### src/rtl/spi_slave_shifter.sv
// Slave-side SPI endpoint. SCK, CSn and MOSI are oversampled in the CLK domain.
// Words are shifted in on MOSI and out on MISO, with a single-word transmit holding register.
module spi_slave_shifter #(
  parameter int unsigned DATA_WIDTH = 8,
  parameter bit          CPOL       = 1'b0,
  parameter bit          CPHA       = 1'b0,
  parameter bit          MSB_FIRST  = 1'b1
) (
  input  logic                  CLK,
  input  logic                  RST,
  input  logic                  SCK,
  input  logic                  CSn,
  input  logic                  MOSI,
  output logic                  MISO,
  output logic                  MISO_OE,
  input  logic [DATA_WIDTH-1:0] Tx_Data,
  input  logic                  Tx_Load,
  output logic                  Tx_Ready,
  output logic [DATA_WIDTH-1:0] Rx_Data,
  output logic                  Rx_Valid,
  output logic                  Frame_Err
);

  localparam int unsigned         CNT_W    = $clog2(DATA_WIDTH + 1);
  localparam logic [CNT_W-1:0]    CNT_FULL = CNT_W'(DATA_WIDTH);

  typedef enum logic {
    IDLE   = 1'b0,
    ACTIVE = 1'b1
  } state_e;

  // Bit order helpers shared by the transmit and receive paths.
  function automatic logic lead_bit(input logic [DATA_WIDTH-1:0] w);
    return MSB_FIRST ? w[DATA_WIDTH-1] : w[0];
  endfunction

  function automatic logic [DATA_WIDTH-1:0] drop_lead(input logic [DATA_WIDTH-1:0] w);
    return MSB_FIRST ? (w << 1) : (w >> 1);
  endfunction

  function automatic logic [DATA_WIDTH-1:0] push_bit(input logic [DATA_WIDTH-1:0] w,
                                                     input logic b);
    return MSB_FIRST ? {w[DATA_WIDTH-2:0], b} : {b, w[DATA_WIDTH-1:1]};
  endfunction

  // ---------------------------------------------------------------------------
  // Input synchronisers: index 0 = flop 1, 1 = flop 2, 2 = edge-detect flop.
  // ---------------------------------------------------------------------------
  logic [2:0] sck_q;
  logic [2:0] csn_q;
  logic [1:0] mosi_q;

  // CSn sync flops reset to "low" so that a master still holding CSn low when
  // RST is released is not seen as a fresh falling edge mid-frame.
  always_ff @(posedge CLK or posedge RST) begin
    if (RST) begin
      sck_q  <= {3{CPOL}};
      csn_q  <= 3'b000;
      mosi_q <= 2'b00;
    end else begin
      // NOTE: non-blocking assignments make every flop capture the previous
      // stage's old value, which is what turns this into a shift chain.
      sck_q  <= {sck_q[1:0], SCK};
      csn_q  <= {csn_q[1:0], CSn};
      mosi_q <= {mosi_q[0], MOSI};
    end
  end

  logic sck_lead, sck_trail, sample_edge, shift_edge;
  logic csn_fall, csn_rise;

  assign sck_lead    = (sck_q[1] != CPOL) && (sck_q[2] == CPOL);
  assign sck_trail   = (sck_q[1] == CPOL) && (sck_q[2] != CPOL);
  assign sample_edge = CPHA ? sck_trail : sck_lead;
  assign shift_edge  = CPHA ? sck_lead  : sck_trail;
  assign csn_fall    = !csn_q[1] &&  csn_q[2];
  assign csn_rise    =  csn_q[1] && !csn_q[2];

  // ---------------------------------------------------------------------------
  // Frame FSM
  // ---------------------------------------------------------------------------
  state_e state_q, state_d;
  logic   active;

  always_ff @(posedge CLK or posedge RST) begin
    if (RST) state_q <= IDLE;
    else     state_q <= state_d;
  end

  always_comb begin
    // NOTE: a default assignment on every path keeps combinational blocks
    // free of inferred latches.
    state_d = state_q;
    unique case (state_q)
      IDLE:   if (csn_fall) state_d = ACTIVE;
      ACTIVE: if (csn_rise) state_d = IDLE;
    endcase
  end

  always_comb begin
    active  = (state_q == ACTIVE);
    MISO_OE = active;
  end

  // ---------------------------------------------------------------------------
  // Datapath registers
  // ---------------------------------------------------------------------------
  logic [DATA_WIDTH-1:0] hold_q,    hold_d;
  logic                  ready_q,   ready_d;
  logic [DATA_WIDTH-1:0] tx_sh_q,   tx_sh_d;
  logic                  miso_q,    miso_d;
  logic [DATA_WIDTH-1:0] rx_sh_q,   rx_sh_d;
  logic [CNT_W-1:0]      cnt_q,     cnt_d;
  logic [DATA_WIDTH-1:0] rx_data_q, rx_data_d;
  logic                  rx_valid_q, rx_valid_d;
  logic                  frame_err_q, frame_err_d;

  logic                  word_done;
  logic                  start_on_fall;
  logic                  word_start;
  logic [DATA_WIDTH-1:0] next_word;

  assign word_done     = (cnt_q == CNT_FULL);
  assign start_on_fall = (state_q == IDLE) && csn_fall;
  assign word_start    = start_on_fall || (active && word_done);
  assign next_word     = ready_q ? '0 : hold_q;

  // Holding register: word start empties it, an accepted load fills it; a load
  // in the word-start cycle lands after the copy has taken the old content.
  always_comb begin
    hold_d  = hold_q;
    ready_d = ready_q;
    if (word_start) ready_d = 1'b1;
    if (Tx_Load && ready_q) begin
      hold_d  = Tx_Data;
      ready_d = 1'b0;
    end
  end

  // Transmit: with CPHA=0 the first bit must already be on MISO before the
  // first sample edge, so a CSn-fall start drives it immediately. Otherwise
  // the word is parked and the next shift edge presents its first bit.
  always_comb begin
    tx_sh_d = tx_sh_q;
    miso_d  = miso_q;
    if (word_start) begin
      if (start_on_fall && !CPHA) begin
        miso_d  = lead_bit(next_word);
        tx_sh_d = drop_lead(next_word);
      end else begin
        tx_sh_d = next_word;
      end
    end else if (active && shift_edge) begin
      miso_d  = lead_bit(tx_sh_q);
      tx_sh_d = drop_lead(tx_sh_q);
    end
  end

  // Receive and framing.
  always_comb begin
    rx_sh_d     = rx_sh_q;
    cnt_d       = cnt_q;
    rx_data_d   = rx_data_q;
    rx_valid_d  = 1'b0;
    frame_err_d = 1'b0;
    if (word_done) begin
      rx_data_d  = rx_sh_q;
      rx_valid_d = 1'b1;
      cnt_d      = '0;
    end else if (active && sample_edge) begin
      rx_sh_d = push_bit(rx_sh_q, mosi_q[1]);
      cnt_d   = cnt_q + CNT_W'(1);
    end
    if (start_on_fall) cnt_d = '0;
    if (active && csn_rise) begin
      cnt_d       = '0;
      frame_err_d = (cnt_q != '0) && !word_done;
    end
  end

  always_ff @(posedge CLK or posedge RST) begin
    if (RST) begin
      hold_q      <= '0;
      ready_q     <= 1'b1;
      tx_sh_q     <= '0;
      miso_q      <= 1'b0;
      rx_sh_q     <= '0;
      cnt_q       <= '0;
      rx_data_q   <= '0;
      rx_valid_q  <= 1'b0;
      frame_err_q <= 1'b0;
    end else begin
      hold_q      <= hold_d;
      ready_q     <= ready_d;
      tx_sh_q     <= tx_sh_d;
      miso_q      <= miso_d;
      rx_sh_q     <= rx_sh_d;
      cnt_q       <= cnt_d;
      rx_data_q   <= rx_data_d;
      rx_valid_q  <= rx_valid_d;
      frame_err_q <= frame_err_d;
    end
  end

  assign MISO      = miso_q;
  assign Tx_Ready  = ready_q;
  assign Rx_Data   = rx_data_q;
  assign Rx_Valid  = rx_valid_q;
  assign Frame_Err = frame_err_q;

endmodule
### config.mk
export PLATFORM = sky130hd
export DESIGN_NAME = spi_slave_shifter
export DESIGN_NICKNAME = d
export VERILOG_FILES = /design/src/rtl/spi_slave_shifter.sv
export SDC_FILE = /design/constraint.sdc
export NUM_CORES = 1
export LEC_CHECK = 0
export ABC_AREA = 1
export ABC_CLOCK_PERIOD_IN_PS = 2100
export CAP_MARGIN = 10
export CORE_AREA = 2 2 67 69
export DETAILED_ROUTE_END_ITERATION = 12
export DIE_AREA = 0 0 69 71
export PLACE_DENSITY = 0.81
export SLEW_MARGIN = 15
export SYNTH_ARGS = -nofsm -noshare
export SYNTH_HDL_FRONTEND = slang
export SYNTH_SLANG_ARGS = --single-unit
export TNS_END_PERCENT = 5
### constraint.sdc
create_clock -name CLK -period 2.1 [get_ports CLK]
set_input_delay 0.42 -clock CLK [delete_from_list [all_inputs] [get_ports CLK]]
set_output_delay 0.42 -clock CLK [all_outputs]
set_load 0.05 [all_outputs]
==> metrics.cfg <==
[clocking]
clock-root-buffer=clkbuf_8
numCtsBuffers=5
clock_latency_ps=300
post_cts_buffers=0
path_clk_slew_ps=90
cts.hold.buffers_added=0
h-tree-depth=2
clock_path_buffers=2
clock_sink_count=49
cts_tree=built
ctsResizeCount=0

[detailed_routing]
dr_total_vias=1558
ant_nets=0
totalWireLength_mm=3.68
wire_per_inst_um=12.3
drt_pre_antenna_iters=4
drc=0
via_per_inst=5.19
drt_iter0_markers=98

[timing]
fin_crit_ps=1890
period_share_pct=90.1
worst_slack_ps=207
worst_slew_pin_slew_ps=495
finalSetupViolCount=0
fmax_mhz=528
skew_ps=8.01
whs_ps=356
tns_ps=0
rsz0062_at_grt=false
max-slew-margin-rel_pct=66.9
hold_violations=0
drv_slew=0

[grt]
grt_pass1_vias=1506
antenna_found_initial=0
overflow=0
grt_pass1_wl_mm=6.53
grt_max_degree=32
grt_use_total_pct=16.7

[synthesis]
async_flop_share_pct=100
synth.most_common_cell=nand2_1
synth_top_area_share_pct=54.2
ys_seq_area_share_pct=55.4
ys_ff_latch=49
synth_area_per_cell_um2=10.0
ys_types=27
yosysWarnings=0
synth_edf_count=0
synth_top_flop_cell=dfrtp_1
syn_nets=237
synth_common_cells=nand2_1 (53), dfrtp_1 (48), nand3_1 (21), inv_1 (19), nand4_1 (16)
syn_area_um2=2220
synth_area_leaders=dfrtp_1 (54%), nand2_1 (9.0%), nand3_1 (4.7%), nand4_1 (4.5%), mux2_2 (3.6%)
syn-instance-count=221
yosysTopAreaCell=dfrtp_1

[power_and_ir_drop]
leakagePower_uw=0.00121
p_per_area_nw_per_um2=1010
peakVddDrop_uv=635

[critical_path]
cp_top_family=buffers and inverters
cp-end-kind=output port
startpoint_type=flop
max_stage_delay_ps=800
slowest_stage=clkdlybuf4s50_1
worstPathArrival_ps=1470
required_ps=1680
crit_type=reg2out
crit_fanout=2
crit_chain=clkdlybuf4s50_1
worst-path-buf-inv=1

[die]
rows=24
ios=27
die_area_um2=4900
initial_utilization_pct=52.7
die_h_um=71
fp.dieW_um=69
core_area_um2=4200

[layout]
nets=264
layout.area.seq_um2=1230
fin_cells=300
drive_gt1_share_pct=17.3
multiInputGateArea_um2=827
nFillCells=357
antennaDiodeCount=0
syn_to_final_growth_pct=17.2

[hold_path]
hp-class=reg2reg

[placed_design]
gp_congestion=0.765
preCtsSetupSlack_ps=481
dp_hpwl_mm=2.50
dp_cells=293
port_buffers=26

[outcome]
status=finished, final reports clean

[run]
cap_violations=0

==> placed cells by master, fill, tap and decap left out, types with 2 or more instances in the layout <==
| master | count |
|---|---|
| nand2_1 | 53 |
| dfrtp_1 | 48 |
| clkdlybuf4s50_1 | 24 |
| nand3_1 | 21 |
| inv_1 | 18 |
| nand4_1 | 16 |
| o21ai_2 | 9 |
| nor2_1 | 7 |
| mux2_2 | 7 |
| o21ai_1 | 6 |
| clkbuf_8 | 5 |
| o21ai_0 | 4 |
| nand3_4 | 3 |
| inv_2 | 3 |
| a21oi_1 | 3 |
| buf_4 | 3 |
| inv_4 | 2 |
| nand2_2 | 2 |
| ha_1 | 2 |
==> logic make-up after synthesis <==
kind of cell | Yosys count | share of synthesized area, %
simple gates | 108 | 25.4
flops | 49 | 55.4
mux | 7 | 3.56
compound gates | 24 | 7.22
fa+ha+maj | 2 | 1.13
buf+inv | 31 | 7.34
==> registers in the layout, summed over array words and instances, names as in the netlist <==
name / flops
Rx_Data: 8
hold_q: 8
rx_sh_q: 8
tx_sh_q: 8
cnt_q: 4
csn_q: 3
sck_q: 3
mosi_q: 2
Frame_Err: 1
MISO: 1
MISO_OE: 1
Rx_Valid: 1
Tx_Ready: 1
==> path summary, 6_finish.rpt <==
path	to	slack, ps	from	cells after the start
min in group asynchronous	Rx_Data[3]	430	RST	2
setup reg to reg	tx_sh_q[7]	510	cnt_q[0]	6
max in group asynchronous	Tx_Ready	1090	RST	3
hold reg to reg	sck_q[1]	360	sck_q[0]	0
hold / removal	sck_q[1]	360	sck_q[0]	0
setup / recovery	Rx_Data[4]	210	Rx_Data[4]	1
==> stage by stage <==
step	area [µm²]	total power [µW]	util, %
3_3_place_gp	2490	1970	59.3
5_1_grt	2600	2800	61.8
2_1_floorplan	2220	1830	-
3_5_place_dp	2490	2000	59.3
6_report	2600	2630	61.8
4_1_cts	2600	2650	61.8
==> report_power, final <==
group,switching (µW),total (µW),internal [µW]
combinational,403,683,280
clock,296,643,346
sequential,133,1300,1170
total,832,2630,1800
==> layout make-up <==
| cell class | count | area share (%) |
|---|---|---|
| clock buffer | 5 | 2.65 |
| clock inverter | 2 | 1.35 |
| inverter | 23 | 3.52 |
| multi-input combinational | 141 | 31.8 |
| sequential | 49 | 47.3 |
| tap | 52 | 2.50 |
| timing repair buffer | 28 | 10.9 |
==> per-layer routing <==
layer  wire length, µm  vias up  track usage [%]
li1                  -      785                -
met1              1680      734             20.9
met2              1790       31             27.2
met3               119        8             3.99
met4                84        0             8.71
met5                 0        -                0
Power figures use the tool's default switching activity.
